==> config.mk <==
export PLATFORM = sky130hd
export DESIGN_NAME = jtag_scan_master
export DESIGN_NICKNAME = d
export VERILOG_FILES = /design/src/rtl/jtag_scan_master.sv
export SDC_FILE = /design/constraint.sdc
export NUM_CORES = 2
export LEC_CHECK = 0
export BUFFER_PORTS_ARGS = -buffer_cell sky130_fd_sc_hd__buf_2
export CELL_PAD_IN_SITES_DETAIL_PLACEMENT = 0
export CELL_PAD_IN_SITES_GLOBAL_PLACEMENT = 2
export CORE_MARGIN = 1.5
export CORE_UTILIZATION = 33
export CTS_CLUSTER_SIZE = 10
export DETAILED_ROUTE_END_ITERATION = 6
export HOLD_SLACK_MARGIN = 0.12
export PLACE_DENSITY = 0.82
export SLEW_MARGIN = 10
export SYNTH_ARGS = -nofsm -noshare
export SYNTH_HDL_FRONTEND = slang
export SYNTH_SLANG_ARGS = --single-unit
==> constraint.sdc <==
create_clock -name TCLK -period 5 [get_ports TCLK]
set_input_delay 0.75 -clock TCLK [delete_from_list [all_inputs] [get_ports TCLK]]
set_output_delay 0.75 -clock TCLK [all_outputs]
set_load 0.03 [all_outputs]
==> src/rtl/jtag_scan_master.sv <==
// rtl/jtag_scan_master.sv - JTAG TAP master: TAP reset, IR/DR scans and idle cycles driven from a command/response interface
module jtag_scan_master #(
  parameter int IR_W   = 2,
  parameter int DR_MAX = 211,
  parameter int CNT_W  = 8
) (
  input  logic              TCLK,
  input  logic              RST,
  input  logic              cmd_valid,
  output logic              cmd_ready,
  input  logic [1:0]        cmd_op,
  input  logic [CNT_W-1:0]  cmd_len,
  input  logic [DR_MAX-1:0] cmd_data,
  output logic              rsp_valid,
  output logic              rsp_err,
  output logic [DR_MAX-1:0] rsp_data,
  output logic              TMS,
  output logic              TDI,
  output logic              TRST_N,
  input  logic              TDO
);

  localparam logic [3:0] S_IDLE     = 4'd0;
  localparam logic [3:0] S_RST_SEQ  = 4'd1;
  localparam logic [3:0] S_SEL_DR   = 4'd2;
  localparam logic [3:0] S_SEL_IR   = 4'd3;
  localparam logic [3:0] S_CAPTURE  = 4'd4;
  localparam logic [3:0] S_SHIFT    = 4'd5;
  localparam logic [3:0] S_EXIT1    = 4'd6;
  localparam logic [3:0] S_UPDATE   = 4'd7;
  localparam logic [3:0] S_RUN_IDLE = 4'd8;
  localparam logic [3:0] S_DONE     = 4'd9;

  localparam logic [1:0] OP_RESET = 2'd0;
  localparam logic [1:0] OP_IR    = 2'd1;
  localparam logic [1:0] OP_DR    = 2'd2;

  localparam logic [CNT_W-1:0] LEN_MAX  = CNT_W'(DR_MAX);
  localparam logic [CNT_W-1:0] IR_LEN   = CNT_W'(IR_W);
  localparam logic [CNT_W-1:0] ONE      = CNT_W'(1);
  localparam logic [CNT_W-1:0] RST_LAST = CNT_W'(6);

  // state is the phase currently on the pins; outputs are registered from state_n
  logic [3:0]        state, state_n;
  logic [CNT_W-1:0]  cnt, cnt_n, len, cnt_last;
  logic [1:0]        op;
  logic [DR_MAX-1:0] data, cap;
  logic              is_cmd, accept, len_bad, err_n;
  logic              tms_n, tdi_n, trst_n_n, ready_n;

  always_comb begin
    accept   = cmd_valid && cmd_ready;
    len_bad  = (cmd_len == '0) || (cmd_len > LEN_MAX);
    cnt_last = len - ONE;
    state_n  = state;
    cnt_n    = cnt;
    err_n    = 1'b0;
    case (state)
      S_IDLE, S_DONE: begin
        state_n = S_IDLE;
        if (accept) begin
          cnt_n = '0;
          case (cmd_op)
            OP_RESET: begin
              state_n = S_RST_SEQ;
              cnt_n   = ONE;
            end
            OP_IR: state_n = S_SEL_DR;
            OP_DR: begin
              state_n = len_bad ? S_DONE : S_SEL_DR;
              err_n   = len_bad;
            end
            default: state_n = (cmd_len == '0) ? S_DONE : S_RUN_IDLE;
          endcase
        end
      end
      S_RST_SEQ: begin
        if (cnt == RST_LAST) begin
          state_n = S_RUN_IDLE;
          cnt_n   = '0;
        end else begin
          cnt_n = cnt + ONE;
        end
      end
      S_SEL_DR: begin
        state_n = (op == OP_IR) ? S_SEL_IR : S_CAPTURE;
        cnt_n   = '0;
      end
      S_SEL_IR: begin
        state_n = S_CAPTURE;
        cnt_n   = '0;
      end
      // two TMS=0 cycles: into Capture, then Capture -> Shift
      S_CAPTURE: begin
        if (cnt == '0) begin
          cnt_n = ONE;
        end else begin
          state_n = S_SHIFT;
          cnt_n   = '0;
        end
      end
      S_SHIFT: begin
        if (cnt == cnt_last) state_n = S_EXIT1;
        else cnt_n = cnt + ONE;
      end
      S_EXIT1:  state_n = S_UPDATE;
      S_UPDATE: state_n = S_DONE;
      S_RUN_IDLE: begin
        if (cnt == cnt_last) state_n = S_DONE;
        else cnt_n = cnt + ONE;
      end
      default: state_n = S_IDLE;
    endcase
  end

  always_comb begin
    tms_n    = (state_n == S_RST_SEQ) || (state_n == S_SEL_DR) || (state_n == S_SEL_IR) ||
               (state_n == S_EXIT1) || ((state_n == S_SHIFT) && (cnt_n == cnt_last));
    tdi_n    = (state_n == S_SHIFT) && data[cnt_n];
    trst_n_n = !((state_n == S_RST_SEQ) && (cnt_n == ONE));
    ready_n  = (state_n == S_IDLE) || (state_n == S_DONE);
  end

  always_ff @(posedge TCLK) begin
    if (RST) begin
      state     <= S_RST_SEQ;
      cnt       <= '0;
      len       <= ONE;
      op        <= OP_RESET;
      data      <= '0;
      cap       <= '0;
      is_cmd    <= 1'b0;
      TMS       <= 1'b1;
      TDI       <= 1'b0;
      TRST_N    <= 1'b0;
      cmd_ready <= 1'b0;
      rsp_valid <= 1'b0;
      rsp_err   <= 1'b0;
      rsp_data  <= '0;
    end else begin
      state     <= state_n;
      cnt       <= cnt_n;
      TMS       <= tms_n;
      TDI       <= tdi_n;
      TRST_N    <= trst_n_n;
      cmd_ready <= ready_n;
      rsp_valid <= (state_n == S_DONE) && (accept || is_cmd);
      rsp_err   <= err_n;
      if (accept) begin
        op     <= cmd_op;
        is_cmd <= 1'b1;
        cap    <= '0;
        data   <= cmd_data;
        case (cmd_op)
          OP_RESET: len <= ONE;
          OP_IR: begin
            len  <= IR_LEN;
            data <= DR_MAX'(cmd_data[IR_W-1:0]);
          end
          default: len <= cmd_len;
        endcase
      end
      // the target shifts bit cnt on this same edge, so TDO still shows it
      if (state == S_SHIFT) cap[cnt] <= TDO;
      if (state == S_UPDATE) rsp_data <= cap;
    end
  end

endmodule
==> metrics.log <==
[metrics] result of the run: finished clean
[metrics] CTS root buffer: clkbuf_16
[metrics] delay of the slowest cell on the worst path: ~500 ps
[metrics] final hold violation count: 0
[metrics] area inside the core boundary: about 80000 µm²
[metrics] setup TNS: 0 ps
[metrics] Worst Min Path Start: cmd_data[98]
[metrics] average detailed-routed wire length per instance: ~23 µm
[metrics] Worst R2R Setup Slack: 500 ps
[metrics] number of max-cap violations: 0
[metrics] cells taking the most area after synthesis: dfxtp_1, a21oi_1, nand2_1
[metrics] worst slew slack as a fraction of its limit: ~11%
[metrics] Setup crit end kind: flip-flop
[metrics] Max IR drop VDD: 0.259 mV
[metrics] Mapped Area: ~27000 µm²
[metrics] clock transition time at the flip-flop clock pins of the worst setup and hold paths: 60 ps
[metrics] slowest cell on the critical path: nor3b_1
[metrics] share of layout cells above drive strength 1: approximately 17%
[metrics] number of global-route vias before repair: 24400
[metrics] Resize count post-CTS: 0
[metrics] number of warnings printed during yosys synthesis: 0
[metrics] cell type group with the largest total delay on the critical path: compound AO/OA/AOI/OAI gates
[metrics] area growth from synthesis to layout: 18.6%
[metrics] critical path class: reg2reg
[metrics] HP Class: in2reg
[metrics] H-tree levels: 3
[metrics] cell taking the most area after synthesis: dfxtp_1
[metrics] start point of the critical path: cnt[0]$_SDFF_PP0_
[metrics] detailed placement HPWL: ~67000 µm
[metrics] post-synthesis sequential area ratio: between 40% and 50%
[metrics] clock latency on the worst-skew pair: ~640 ps
[metrics] count of clock tree sinks: 662
[metrics] highest fanout seen on the critical path: between 100 and 150
[metrics] Post-Syn Instances: approximately 3300
[metrics] reg-to-reg startpoint: cnt[0]$_SDFF_PP0_
[metrics] unrepaired setup endpoints after global routing: false
[metrics] crit path setup slack, layout: between 400 and 500 ps
[metrics] critical path buffer and inverter count: 2
[metrics] number of enable flip-flop cells after synthesis: 0
[metrics] Seq cells post-synth: 662
[metrics] combined area of the multi-input logic cells: 12600 µm²
[metrics] number of inserted filler cells in the final layout: roughly 8600
[metrics] worst setup timing slack at the placement stage: ~540 ps
[metrics] cells traversed along the worst timing path: inv_1 > ha_1 > nor3b_1 > a41oi_1 > o21a_1 > and3_1 > a221oi_4 > buf_12 > mux2i_1 > a32o_1 > a221o_1 > a21oi_1 > o22ai_1 > a211oi_1 > o32a_1
[metrics] global-route wire length before repair: 156000 µm
[metrics] number of buffers added to fix hold violations after cts: 0
[metrics] antenna-violating nets left: 0
[metrics] endpoint of the worst register-to-register path: TDI$_SDFF_PP0_
[metrics] number of buffers inserted by port buffering: roughly 440
[metrics] Chip Height: about 290 µm
[metrics] share of flip-flops with an asynchronous set or reset after synthesis: 0%
[metrics] Via Count: roughly 25000
[metrics] fraction of post-synthesis cell area in the top cell type by area: between 40% and 50%
[metrics] worst path required time: between 5000 and 6000 ps
[metrics] setup repair bufs after CTS: 0
[metrics] crit share post-route: 90.1%
[metrics] pin count of the biggest net entering global routing: ~210
[metrics] TritonCTS clock tree: yes
[metrics] number of distinct standard cells referenced by the synthesized netlist: 72
[metrics] post-detailed-route via-to-cell ratio: approximately 5.4
[metrics] Power Dens Cells: 345 nW/µm²
[metrics] die footprint: about 84000 µm²
[metrics] static leakage power: around 12 nW
[metrics] CTS Buf Count: 79
[metrics] average cell area after synthesis: slightly above 8 µm²
[metrics] WHS Path Cells: 3
[metrics] Chip Width: 290 µm
[metrics] number of top-level pins: 442
[metrics] critical path arrival: just over 5000 ps
[metrics] worst-case clock skew: approximately 33 ps
[metrics] Worst setup SP type: flip-flop
[metrics] transition time of the tightest slew-check pin: ~1300 ps
[metrics] Residual DRC: 0
[metrics] number of nets in the finished design: around 3800
[metrics] flip-flop cell with the highest count after synthesis: dfxtp_1
[metrics] first-pass iteration count of the detailed router: 5
[metrics] Worst Hold End: data[98]$_SDFFE_PP0P_
[metrics] DRT iter0 DRCs: between 2000 and 2500
[metrics] All-Layer GR Usage: 23.9%
[metrics] # diodes: 0
[metrics] site row count: between 100 and 150
[metrics] maximum clock frequency: 0.222 GHz
[metrics] final weighted congestion in routability-driven placement: just over 0.8
[metrics] total grt overflow: 0
[metrics] # setup viols final: 0
[metrics] max-slew violations: 0
[metrics] Bufs on Longest Clock Path: 3
[metrics] synthesized net count: about 3500
[metrics] depth of the worst register-to-register path: 15
[metrics] post-layout min period: ~4500 ps
[metrics] initial cell density of the core: about 33%
[metrics] antenna violations before repair: 9
[metrics] area taken by flip-flops and latches: ~13000 µm²
[metrics] routed wire length: between 100000 and 150000 µm
metal layers:
layer	global-route usage, %	part of all wire, %	wire [µm]
met5	0	0.11	119
met2	40.6	49	51100
met3	3.98	5.2	5450
met4	7.96	3.2	3320
met1	30.8	43	44800
how the worst max path moves through the flow:
stage / cells after the start / slack [ps] / to
final: 15 / 500 / TDI$_SDFF_PP0_
after global routing: 15 / 160 / TDI$_SDFF_PP0_
after CTS: 15 / 540 / TDI$_SDFF_PP0_
after detailed placement: 15 / 540 / TDI$_SDFF_PP0_
after global placement: 15 / 610 / TDI$_SDFF_PP0_
after floorplan: 15 / 1470 / TDI$_SDFF_PP0_
cell usage in the layout, fill, tap and decap left out, types with 41 or more instances in the layout:
cell type,Yosys,final
nor2_1,278,269
a22oi_1,213,213
nand2_1,598,596
nand3_1,249,249
o211ai_1,206,206
buf_4,4,41
buf_2,16,439
a21oi_1,461,460
mux2i_1,61,61
clkbuf_16,0,80
dfxtp_1,662,662
synthesized netlist by cell type, types with 4 or more instances:
cell and number:
dfxtp_1 662, nand2_1 598, a21oi_1 461, clkbuf_1 286
nor2_1 278, nand3_1 249, a22oi_1 213, o211ai_1 206
mux2i_1 61, and2_1 19, xnor2_1 19, nand4_1 18
buf_2 16, a32o_1 13, o21ai_0 13, a31oi_1 12
and3_1 12, a32oi_1 11, buf_1 11, inv_1 11
buf_6 9, nand2b_1 9, nor2b_1 9, nor3_1 9
a211oi_1 5, a221oi_1 5, ha_1 5, nor4_1 5
xor2_1 5, buf_4 4, o21a_1 4, o221ai_1 4
o22ai_1 4
flip-flops by register name, summed over array words and instances, names as in the netlist:
name,flops
TDI,1
TMS,1
TRST_N,1
cap,211
cmd_ready,1
cnt,8
data,211
is_cmd,1
len,8
op,2
rsp_data,211
rsp_err,1
rsp_valid,1
state,4
layout make-up:
| class | instances | area share, % |
|---|---|---|
| Timing Repair Buffer | 492 | 8.48 |
| Sequential cell | 662 | 41.1 |
| Tap cell | 1070 | 4.15 |
| Multi-Input combinational cell | 2308 | 39.2 |
| Inverter | 11 | 0.128 |
| Clock inverter | 8 | 0.330 |
| Clock buffer | 102 | 6.59 |
worst reg2reg max path, stage by stage (launching register included):
cell and delay, ps:
dfxtp_1 400, inv_1 170, ha_1 450, nor3b_1 510
a41oi_1 220, o21a_1 160, and3_1 220, a221oi_4 270
buf_12 480, mux2i_1 230, a32o_1 240, a221o_1 270
a21oi_1 210, o22ai_1 120, a211oi_1 330, o32a_1 180
per-stage QoR:
| step | area [µm²] | hold WS, ps | std cells | power (W) | utilization (%) |
|---|---|---|---|---|---|
| floorplan | 27200 | 427 | 3308 | 0.00578 | - |
| global placement | 30000 | 439 | 4543 | 0.00603 | 36.6 |
| detailed placement | 30000 | 443 | 4543 | 0.00603 | 36.6 |
| CTS | 32200 | 312 | 4653 | 0.0113 | 39.4 |
| global route | 32200 | 332 | 4653 | 0.0115 | 39.4 |
| finish | 32200 | 351 | 4653 | 0.0111 | 39.4 |
where the power goes:
part	switching, W	total [W]	internal [W]
sequential	0.00000770	0.00529	0.00528
clock	0.00224	0.00520	0.00296
combinational	0.000408	0.000620	0.000212
cell families after synthesis:
group / count (synthesis) / share of synthesized area (%)
mux: 61 / 2.25
compound gates: 991 / 23.4
flops: 662 / 48.8
buf+inv: 338 / 5.09
xor+xnor: 25 / 0.861
fa+ha+maj: 6 / 0.267
simple gates: 1225 / 19.3
Note: power is estimated with default switching activity, not from simulation.
